$ cat src/rtl/jb_rssi_sched.sv
// RSSI measurement window scheduler: issues accumulator load pulses
// on a period timer or external sync and captures per-user results.
module jb_rssi_sched #(
    parameter int unsigned N_USRS    = 4,
    parameter int unsigned CNT_BW    = 32,
    parameter int unsigned LOAD_HOLD = 4,
    parameter int unsigned SETTLE    = 4
) (
    input  logic                 clk,
    input  logic                 resetn,
    input  logic                 clk_en,
    input  logic                 cfg_enable,
    input  logic                 cfg_mode,
    input  logic [CNT_BW-1:0]    cfg_period,
    input  logic                 ext_sync,
    output logic                 rssi_load,
    input  logic [N_USRS*32-1:0] rssi_value,
    input  logic                 rd_ack,
    output logic [N_USRS*32-1:0] res_value,
    output logic                 res_valid,
    output logic [7:0]           res_seq,
    output logic                 res_overrun,
    output logic                 sync_miss,
    output logic                 busy
);

    typedef enum logic [2:0] {
        S_IDLE,
        S_PRIME,
        S_PSETTLE,
        S_RUN,
        S_LOAD,
        S_SETTLE,
        S_CAPTURE
    } state_t;

    // cnt restarts at each load, so hold and settle ends are fixed counts
    localparam logic [CNT_BW-1:0] HOLD_END = CNT_BW'(LOAD_HOLD - 1);
    localparam logic [CNT_BW-1:0] SEQ_END  = CNT_BW'(LOAD_HOLD + SETTLE - 1);
    localparam logic [CNT_BW-1:0] P_MIN    = CNT_BW'(LOAD_HOLD + SETTLE + 1);
    localparam logic [CNT_BW-1:0] ONE      = CNT_BW'(1);

    state_t            state;
    state_t            nxt;
    logic [CNT_BW-1:0] cnt;
    logic [CNT_BW-1:0] peff;
    logic [CNT_BW-1:0] peff_m1_q;
    logic              mode_q;
    logic              stop_q;
    logic              en_armed;
    logic              sync_q;
    logic              start;
    logic              sync_rise;
    logic              timer_hit;
    logic              stopping;
    logic              hold_done;
    logic              seq_done;
    logic              enter_seq;

    // a window never ends before its own load/settle/capture completes
    assign peff      = (cfg_period > P_MIN) ? cfg_period : P_MIN;
    assign start     = (state == S_IDLE) && cfg_enable && en_armed;
    assign sync_rise = ext_sync && !sync_q;
    assign timer_hit = !mode_q && (cnt == peff_m1_q);
    assign stopping  = stop_q || !cfg_enable;
    assign hold_done = (cnt == HOLD_END);
    assign seq_done  = (cnt == SEQ_END);
    assign enter_seq = ((nxt == S_PRIME) && (state != S_PRIME))
                    || ((nxt == S_LOAD) && (state != S_LOAD));

    // next-state decode
    always_comb begin
        nxt = state;
        unique case (state)
            S_IDLE: begin
                if (start)
                    nxt = S_PRIME;
            end
            S_PRIME: begin
                if (hold_done)
                    nxt = S_PSETTLE;
            end
            S_PSETTLE: begin
                if (seq_done)
                    nxt = stopping ? S_IDLE : S_RUN;
            end
            S_RUN: begin
                if (!cfg_enable)
                    nxt = S_IDLE;
                else if (mode_q ? sync_rise : timer_hit)
                    nxt = S_LOAD;
            end
            S_LOAD: begin
                if (hold_done)
                    nxt = S_SETTLE;
            end
            S_SETTLE: begin
                if (seq_done)
                    nxt = S_CAPTURE;
            end
            S_CAPTURE: begin
                if (stopping)
                    nxt = S_IDLE;
                else if (timer_hit)
                    nxt = S_LOAD;
                else
                    nxt = S_RUN;
            end
            default: nxt = S_IDLE;
        endcase
    end

    // state register with registered load strobe and busy flag
    always_ff @(posedge clk or negedge resetn) begin
        if (!resetn) begin
            state     <= S_IDLE;
            rssi_load <= 1'b0;
            busy      <= 1'b0;
        end else if (clk_en) begin
            state     <= nxt;
            rssi_load <= (nxt == S_PRIME) || (nxt == S_LOAD);
            busy      <= (nxt != S_IDLE);
        end
    end

    // window counter: zero on the first load cycle, free-running after
    always_ff @(posedge clk or negedge resetn) begin
        if (!resetn) begin
            cnt <= '0;
        end else if (clk_en) begin
            if (enter_seq)
                cnt <= '0;
            else if (nxt != S_IDLE)
                cnt <= cnt + ONE;
            else
                cnt <= '0;
        end
    end

    // edge history, config snapshot at start, stop request, sync drops
    always_ff @(posedge clk or negedge resetn) begin
        if (!resetn) begin
            en_armed  <= 1'b0;
            sync_q    <= 1'b0;
            mode_q    <= 1'b0;
            peff_m1_q <= '0;
            stop_q    <= 1'b0;
            sync_miss <= 1'b0;
        end else if (clk_en) begin
            en_armed <= !cfg_enable;
            sync_q   <= ext_sync;
            if (start) begin
                mode_q    <= cfg_mode;
                peff_m1_q <= peff - ONE;
                stop_q    <= 1'b0;
                sync_miss <= 1'b0;
            end else begin
                if ((state != S_IDLE) && !cfg_enable)
                    stop_q <= 1'b1;
                if (mode_q && sync_rise
                    && (state != S_IDLE) && (state != S_RUN))
                    sync_miss <= 1'b1;
            end
        end
    end

    // result capture; a capture outranks a same-cycle read acknowledge
    always_ff @(posedge clk or negedge resetn) begin
        if (!resetn) begin
            res_value   <= '0;
            res_valid   <= 1'b0;
            res_seq     <= 8'd0;
            res_overrun <= 1'b0;
        end else if (clk_en) begin
            if (state == S_CAPTURE) begin
                res_value <= rssi_value;
                res_valid <= 1'b1;
                res_seq   <= res_seq + 8'd1;
                if (res_valid && !rd_ack)
                    res_overrun <= 1'b1;
            end else begin
                if (rd_ack)
                    res_valid <= 1'b0;
                if (start)
                    res_overrun <= 1'b0;
            end
        end
    end

endmodule

$ cat config.mk
export PLATFORM = sky130hd
export DESIGN_NAME = jb_rssi_sched
export DESIGN_NICKNAME = d
export VERILOG_FILES = /design/src/rtl/jb_rssi_sched.sv
export SDC_FILE = /design/constraint.sdc
export NUM_CORES = 1
export LEC_CHECK = 0
export BUFFER_PORTS_ARGS = -buffer_cell sky130_fd_sc_hd__buf_4
export CAP_MARGIN = 20
export CORE_ASPECT_RATIO = 1.1
export CORE_MARGIN = 8
export CORE_UTILIZATION = 38
export CTS_CLUSTER_SIZE = 10
export DETAILED_ROUTE_END_ITERATION = 7
export SYNTH_ARGS = -nofsm -noshare
export SYNTH_HDL_FRONTEND = slang
export SYNTH_SLANG_ARGS = --single-unit
$ cat constraint.sdc
create_clock -name clk -period 5.9 [get_ports clk]
set_clock_uncertainty 0.05 [all_clocks]
set_input_delay 0.59 -clock clk [delete_from_list [all_inputs] [get_ports clk]]
set_output_delay 0.59 -clock clk [all_outputs]
set_load 0.01 [all_outputs]
==> results of run 1 <==
-- Yosys cell counts, types with 5 or more instances --
| master | count |
|---|---|
| and3_1 | 9 |
| nor3_1 | 13 |
| nor2_1 | 47 |
| xor2_1 | 19 |
| nand2_1 | 457 |
| nand2b_1 | 5 |
| or3_1 | 10 |
| nor3b_1 | 5 |
| o2bb2ai_1 | 12 |
| nor4_1 | 18 |
| xnor2_1 | 51 |
| nand3_1 | 23 |
| nand4_1 | 18 |
| a21oi_1 | 8 |
| a21o_1 | 5 |
| o21ai_0 | 45 |
| clkbuf_1 | 61 |
| mux2i_1 | 9 |
| dfrtp_1 | 212 |
| inv_1 | 11 |
-- report_power, final --
| group | switching (W) | internal (W) |
|---|---|---|
| clock network | 0.000597 | 0.000865 |
| logic | 0.000935 | 0.000884 |
| registers | 0.000410 | 0.00196 |
| total | 0.00194 | 0.00371 |
-- area by class of cell --
type | count | area [µm²] | area share [%]
Clock buffer | 35 | 704 | 5.36
Multi-Input combinational cell | 823 | 4230 | 32.2
Sequential cell | 212 | 5310 | 40.4
Timing Repair Buffer | 312 | 2360 | 18.0
Antenna cell | 1 | 2.50 | 0.0191
Tap cell | 346 | 433 | 3.30
Clock inverter | 3 | 51.3 | 0.391
Inverter | 11 | 41.3 | 0.314
-- kinds of logic after synthesis --
family                   Yosys count
buffers and inverters             78
XOR/XNOR                          70
AND/OR/NAND/NOR                  628
flip-flops                       212
multiplexers                      12
adder cells (fa/ha/maj)            3
AO/OA/AOI/OAI                    110
-- through the flow --
stage | setup slack, ps | utilization (%)
2_1_floorplan | 2280 | -
3_3_place_gp | 1900 | 48.8
3_5_place_dp | 1810 | 48.8
4_1_cts | 2080 | 51.8
5_1_grt | 1930 | 51.8
6_report | 2040 | 51.8
-- metal layers --
metal / vias up / GRT usage (%)
met1: 3999 / 24.7
met5: - / 0
met2: 242 / 33.5
met3: 42 / 5.19
li1: 4196 / -
met4: 0 / 5.53
-- flip-flops by register name, indices dropped and copies added (netlist names) --
register,count
busy,1
cnt,32
en_armed,1
mode_q,1
peff_m1_q,32
res_overrun,1
res_seq,8
res_valid,1
res_value,128
rssi_load,1
state,3
stop_q,1
sync_miss,1
sync_q,1
-- worst max-delay path by stage --
| stage | start | endpoint | slack, ps | cells after the start |
|---|---|---|---|---|
| 3_3_place_gp | cfg_period[7] | peff_m1_q[26]$_DFFE_PN0P_ | 1900 | 12 |
| 5_1_grt | cnt[0]$_DFFE_PN0P_ | cnt[6]$_DFFE_PN0P_ | 1930 | 9 |
| 4_1_cts | cnt[0]$_DFFE_PN0P_ | cnt[4]$_DFFE_PN0P_ | 2080 | 9 |
| 6_report | cnt[0]$_DFFE_PN0P_ | cnt[4]$_DFFE_PN0P_ | 2040 | 9 |
| 2_1_floorplan | cfg_period[7] | peff_m1_q[26]$_DFFE_PN0P_ | 2280 | 13 |
| 3_5_place_dp | cfg_period[7] | peff_m1_q[26]$_DFFE_PN0P_ | 1810 | 12 |
-- worst reg2reg max path, delay by kind of cell (launching register included) --
kind                     cells  cell delay (ps)
AND/OR/NAND/NOR              4             1740
adder cells (fa/ha/maj)      1              240
flip-flops                   1              440
AO/OA/AOI/OAI                4             1240
==> results.json, run 1 <==
{
  "globalplace.congestion": 0.871,
  "clk-insertion-delay-late_ps": 530,
  "synth.mux.area_fraction_pct": 1.26,
  "synth-compound-area-share_pct": 7.82,
  "num_rows": 61,
  "start_util_pct": 38.8,
  "endpoint_kind": "flop",
  "r2r_end": "cnt[4]$_DFFE_PN0P_",
  "async_flop_share_pct": 100,
  "place_area_um2": 12400,
  "vias": 8479,
  "setup_viol": 0,
  "synth_ff_type": "dfrtp_1",
  "synth_area_leaders": "dfrtp_1 (54%), nand2_1 (17%), xnor2_1 (4.5%), clkbuf_1 (2.3%), o21ai_0 (2.3%)",
  "final_cell_mix": "nand2_1 (456), buf_4 (310), dfrtp_1 (212)",
  "wl_per_cell_um": 18.3,
  "avgViaCountPerCell": 4.86,
  "tightest_slew_ps": 1010,
  "criticalPathCategory": "flop to flop",
  "final.period_utilization_pct": 65.4,
  "cts_resized": 0,
  "layout_commonest_cell": "nand2_1",
  "wl_um": 31800,
  "clockBufferDepth": 3,
  "nets": 1556,
  "grt_first_pass_wirelength_um": 49300,
  "cts_buffers": 26,
  "reg2reg_from": "cnt[0]$_DFFE_PN0P_",
  "synth_area_leader_cell": "dfrtp_1",
  "drive_gt1_share_pct": 26.1,
  "wl_met2_um": 15800,
  "synth_warnings": 0,
  "critPathRequiredTime_ps": 6230,
  "dieArea_um2": 31300,
  "grt_max_degree": 131,
  "finalSetupTns_ps": 0,
  "syn_inst": 1113,
  "ff2ff_path_depth": 9,
  "die_x_um": 169,
  "synthAdderAreaFrac_pct": 0.381,
  "critical-path-slowest-cell": "or4b_1",
  "routed.top_layer": "met4",
  "synth-xor-area-share_pct": 6.23,
  "drt_iter0_drc": 597,
  "nFillCells": 2416,
  "post-dp-hpwl_um": 23500,
  "crit_family": "simple AND/OR/NAND/NOR gates",
  "worstPathMaxFanout": 19,
  "cp_data_arrival_time_ps": 4190,
  "synth_top_family_by_area": "simple AND/OR/NAND/NOR gates",
  "antenna_found_initial": 1,
  "seq_area_frac_synth_pct": 53.9,
  "wl_met1_um": 13000,
  "crit_chain": "ha_1, nor4b_1, nand4_1, or4b_1, o211a_1, a211oi_4, a31o_2, and2_1, o32ai_1",
  "numPortBuffers": 307,
  "synth_cell_types": 61,
  "rsz0062_at_grt": "no",
  "cp_num_buf_inv": 0,
  "syn_area_um2": 9840,
  "syn_nets": 1283,
  "post_cts_buffers": 0,
  "slew_headroom_pct": 32.9,
  "die_h_um": 185,
  "critPathMaxStageDelay_ps": 640,
  "p_per_area_nw_per_um2": 430,
  "dp.cells": 1704,
  "cts_tree": "yes",
  "total_power_w": 0.00565,
  "ant_nets": 0,
  "layout.cells.non_filler": 1743,
  "maxSlewViolCount": 0,
  "r2r_slack_ps": 2040,
  "htreeDepth": 1,
  "wl_met3_um": 2200,
  "whs_ps": -26.7,
  "synthSimpleGateAreaFrac_pct": 27.1,
  "root_buffer": "clkbuf_16",
  "synth_edf_count": 0,
  "core_um2": 25300,
  "overflow": 0,
  "area_growth_pct": 33.5,
  "crit_path_start_kind": "flop",
  "cts.clk_slew.worst_paths_ps": 60,
  "cts.sinks": 212,
  "firstDrtPassIters": 4,
  "hold_path.class": "input port to asynchronous set/reset pin",
  "synth_top_area_share_pct": 53.9,
  "maxCapViolCount": 0,
  "pin_count": 308,
  "finalHoldViolCount": 3,
  "min_period_ps": 3860,
  "violations": "hold timing",
  "ys_ff_latch": 212,
  "irDropWorstVdd_mv": 0.235,
  "cts_hold_buf": 0,
  "p_leak_nw": 6.74,
  "final_area_um2": 13100,
  "status": "finished, violations left",
  "syn-mean-instance-area_um2": 8.84,
  "drc": 0,
  "first_global_vias": 8412,
  "max_freq_mhz": 259,
  "grt_usage_pct": 19.8
}
(Power assumes the default switching activity.)
==> run 2, diff against run 1 <==
==> constraint.sdc (replaced) <==
create_clock -name clk -period 3.42 [get_ports clk]
set_clock_uncertainty 0.05 [all_clocks]
set_input_delay 0.342 -clock clk [delete_from_list [all_inputs] [get_ports clk]]
set_output_delay 0.342 -clock clk [all_outputs]
set_load 0.01 [all_outputs]
==> results.json, run 2 (synthesis gave the netlist of run 1 again) <==
{
  "status": "finished clean",
  "wl_per_cell_um": 17.8,
  "p_leak_nw": 7.48,
  "power_frac_seq_pct": 40.6,
  "regMostFlops": "res_value",
  "area_growth_pct": 49.7,
  "power_frac_comb_pct": 35.6,
  "internal_power_w": 0.00647,
  "wl_um": 34100,
  "crit_top_cell": "a31o_2",
  "drc": 0,
  "cts_buffers": 25,
  "cts_tree": "yes",
  "htreeDepth": 1,
  "vias": 9295,
  "drt_iter0_drc": 595,
  "multi_input_area_um2": 4240,
  "final.period_utilization_pct": 92.1,
  "num_rows": 61,
  "overflow": 0,
  "nets": 1728,
  "whs_ps": 40.9,
  "antenna_found_initial": 1,
  "numPortBuffers": 307,
  "maxSlewViolCount": 0,
  "finalHoldViolCount": 0,
  "criticalPathCategory": "flop to flop",
  "rsz0062_at_grt": "no",
  "grt_usage_pct": 21.2,
  "final_cell_mix": "nand2_1 (456), buf_4 (350), dfrtp_1 (212)",
  "pin_count": 308,
  "irDropWorstVdd_mv": 0.485,
  "routed.top_layer": "met4",
  "root_buffer": "clkbuf_16",
  "start_util_pct": 38.8,
  "nFillCells": 2227,
  "hold_path.class": "input port to flop",
  "crit_path_start_kind": "flop",
  "clockBufferDepth": 3,
  "core_um2": 25300,
  "setup_viol": 0,
  "cp_data_arrival_time_ps": 3510,
  "grt_max_degree": 92,
  "min_period_ps": 3150,
  "worstPathMaxFanout": 18,
  "reg_top3": "res_value (128), cnt (32), peff_m1_q (32)",
  "endpoint_kind": "flop",
  "maxCapViolCount": 0,
  "cts.clk_slew.worst_paths_ps": 50,
  "die_x_um": 169,
  "wl_met3_um": 1960,
  "power_switching_w": 0.00343,
  "wl_met2_um": 17300,
  "finalSetupTns_ps": 0,
  "layout.cells.non_filler": 1914,
  "dieArea_um2": 31300,
  "clk-insertion-delay-late_ps": 530,
  "largest_reg_flops": 128,
  "p_per_area_nw_per_um2": 672,
  "cts.sinks": 212,
  "ant_nets": 0,
  "slew_headroom_pct": 41.4,
  "critPathMaxStageDelay_ps": 630,
  "die_h_um": 185,
  "max_freq_mhz": 318,
  "critPathRequiredTime_ps": 3780,
  "register_area_um2": 5310,
  "globalplace.congestion": 0.833,
  "crit_chain": "nor4_1, nand4_1, or4b_1, o211a_1, a211oi_4, a31o_2, buf_12, nand2_1, a31o_2",
  "cp_num_buf_inv": 1,
  "tightest_slew_ps": 878,
  "pwr-share-clk_pct": 23.8,
  "avgViaCountPerCell": 4.86,
  "firstDrtPassIters": 5,
  "drive_gt1_share_pct": 25.8,
  "post_cts_buffers": 0,
  "dp.cells": 1746,
  "first_global_vias": 9521,
  "swShare_pct": 34.7,
  "grt_first_pass_wirelength_um": 53000,
  "wl_met1_um": 13900,
  "critical-path-slowest-cell": "or4b_1",
  "crit_family": "simple AND/OR/NAND/NOR gates",
  "post-dp-hpwl_um": 24700,
  "layout_commonest_cell": "nand2_1"
}
## run 2: cell count changes in the layout (fill, tap and decap cells not counted), moves of 2 or more
cell,change
diode_2,+3
buf_12,+2
buf_4,+40
dlygate4sd3_1,+131
## run 2: final timing paths
kind	from	end	slack (ps)	cells past startpoint
min in group asynchronous	resetn	res_value[52]$_DFFE_PN0P_	370	2
worst min register to register	res_value[95]$_DFFE_PN0P_	res_value[95]$_DFFE_PN0P_	420	2
max in group asynchronous	resetn	cnt[5]$_DFFE_PN0P_	2170	3
worst min-delay path	cfg_mode	mode_q$_DFFE_PN0P_	40	2
worst max register to register	cnt[30]$_DFFE_PN0P_	cnt[27]$_DFFE_PN0P_	270	9
worst max-delay path	cnt[30]$_DFFE_PN0P_	cnt[27]$_DFFE_PN0P_	270	9
## run 2: final cells by class
type | count | area share (%)
diodes | 4 | 0.0680
clock buffers | 32 | 4.49
clock inverters | 1 | 0.136
inverters | 11 | 0.280
multi-input cells | 823 | 28.8
flip-flops and latches | 212 | 36.0
well taps | 346 | 2.94
repair buffers | 485 | 27.3
## run 2: stage by stage
stage               utilization [%]  setup slack, ps  area [µm²]  power, W
finish                         58.1              272       14700   0.00990
global route                   58.1             82.5       14700    0.0105
CTS                            58.0              130       14700   0.00999
detailed placement             50.2             27.8       12700   0.00746
global placement               50.2              121       12700   0.00740
floorplan                         -             44.5        9840   0.00556
## run 2: routing by layer
layer	track usage, %	vias up
li1	-	4542
met1	26.1	4436
met2	36.3	263
met3	4.83	54
met4	7.05	0
met5	0	-
## run 2: what timing repair did
item,4_1_cts,5_1_grt
hold buffers,131,0
gates resized for setup,0,2
hold endpoints to repair,216,0
endpoints found under the setup margin,0,7
## run 2: worst reg2reg max path, stage by stage, from the launching register on
cell and delay, ps:
dfrtp_1 420, nor4_1 370, nand4_1 220, or4b_1 630
o211a_1 290, a211oi_4 290, a31o_2 240, buf_12 160
nand2_1 110, a31o_2 260
## run 2: power groups by stage
stage          sequential, W  clock [W]  combinational [W]
2_1_floorplan        0.00416          0            0.00140
3_3_place_gp         0.00402          0            0.00339
3_5_place_dp         0.00403          0            0.00343
4_1_cts              0.00402    0.00241            0.00356
5_1_grt              0.00414    0.00252            0.00387
6_report             0.00402    0.00235            0.00353
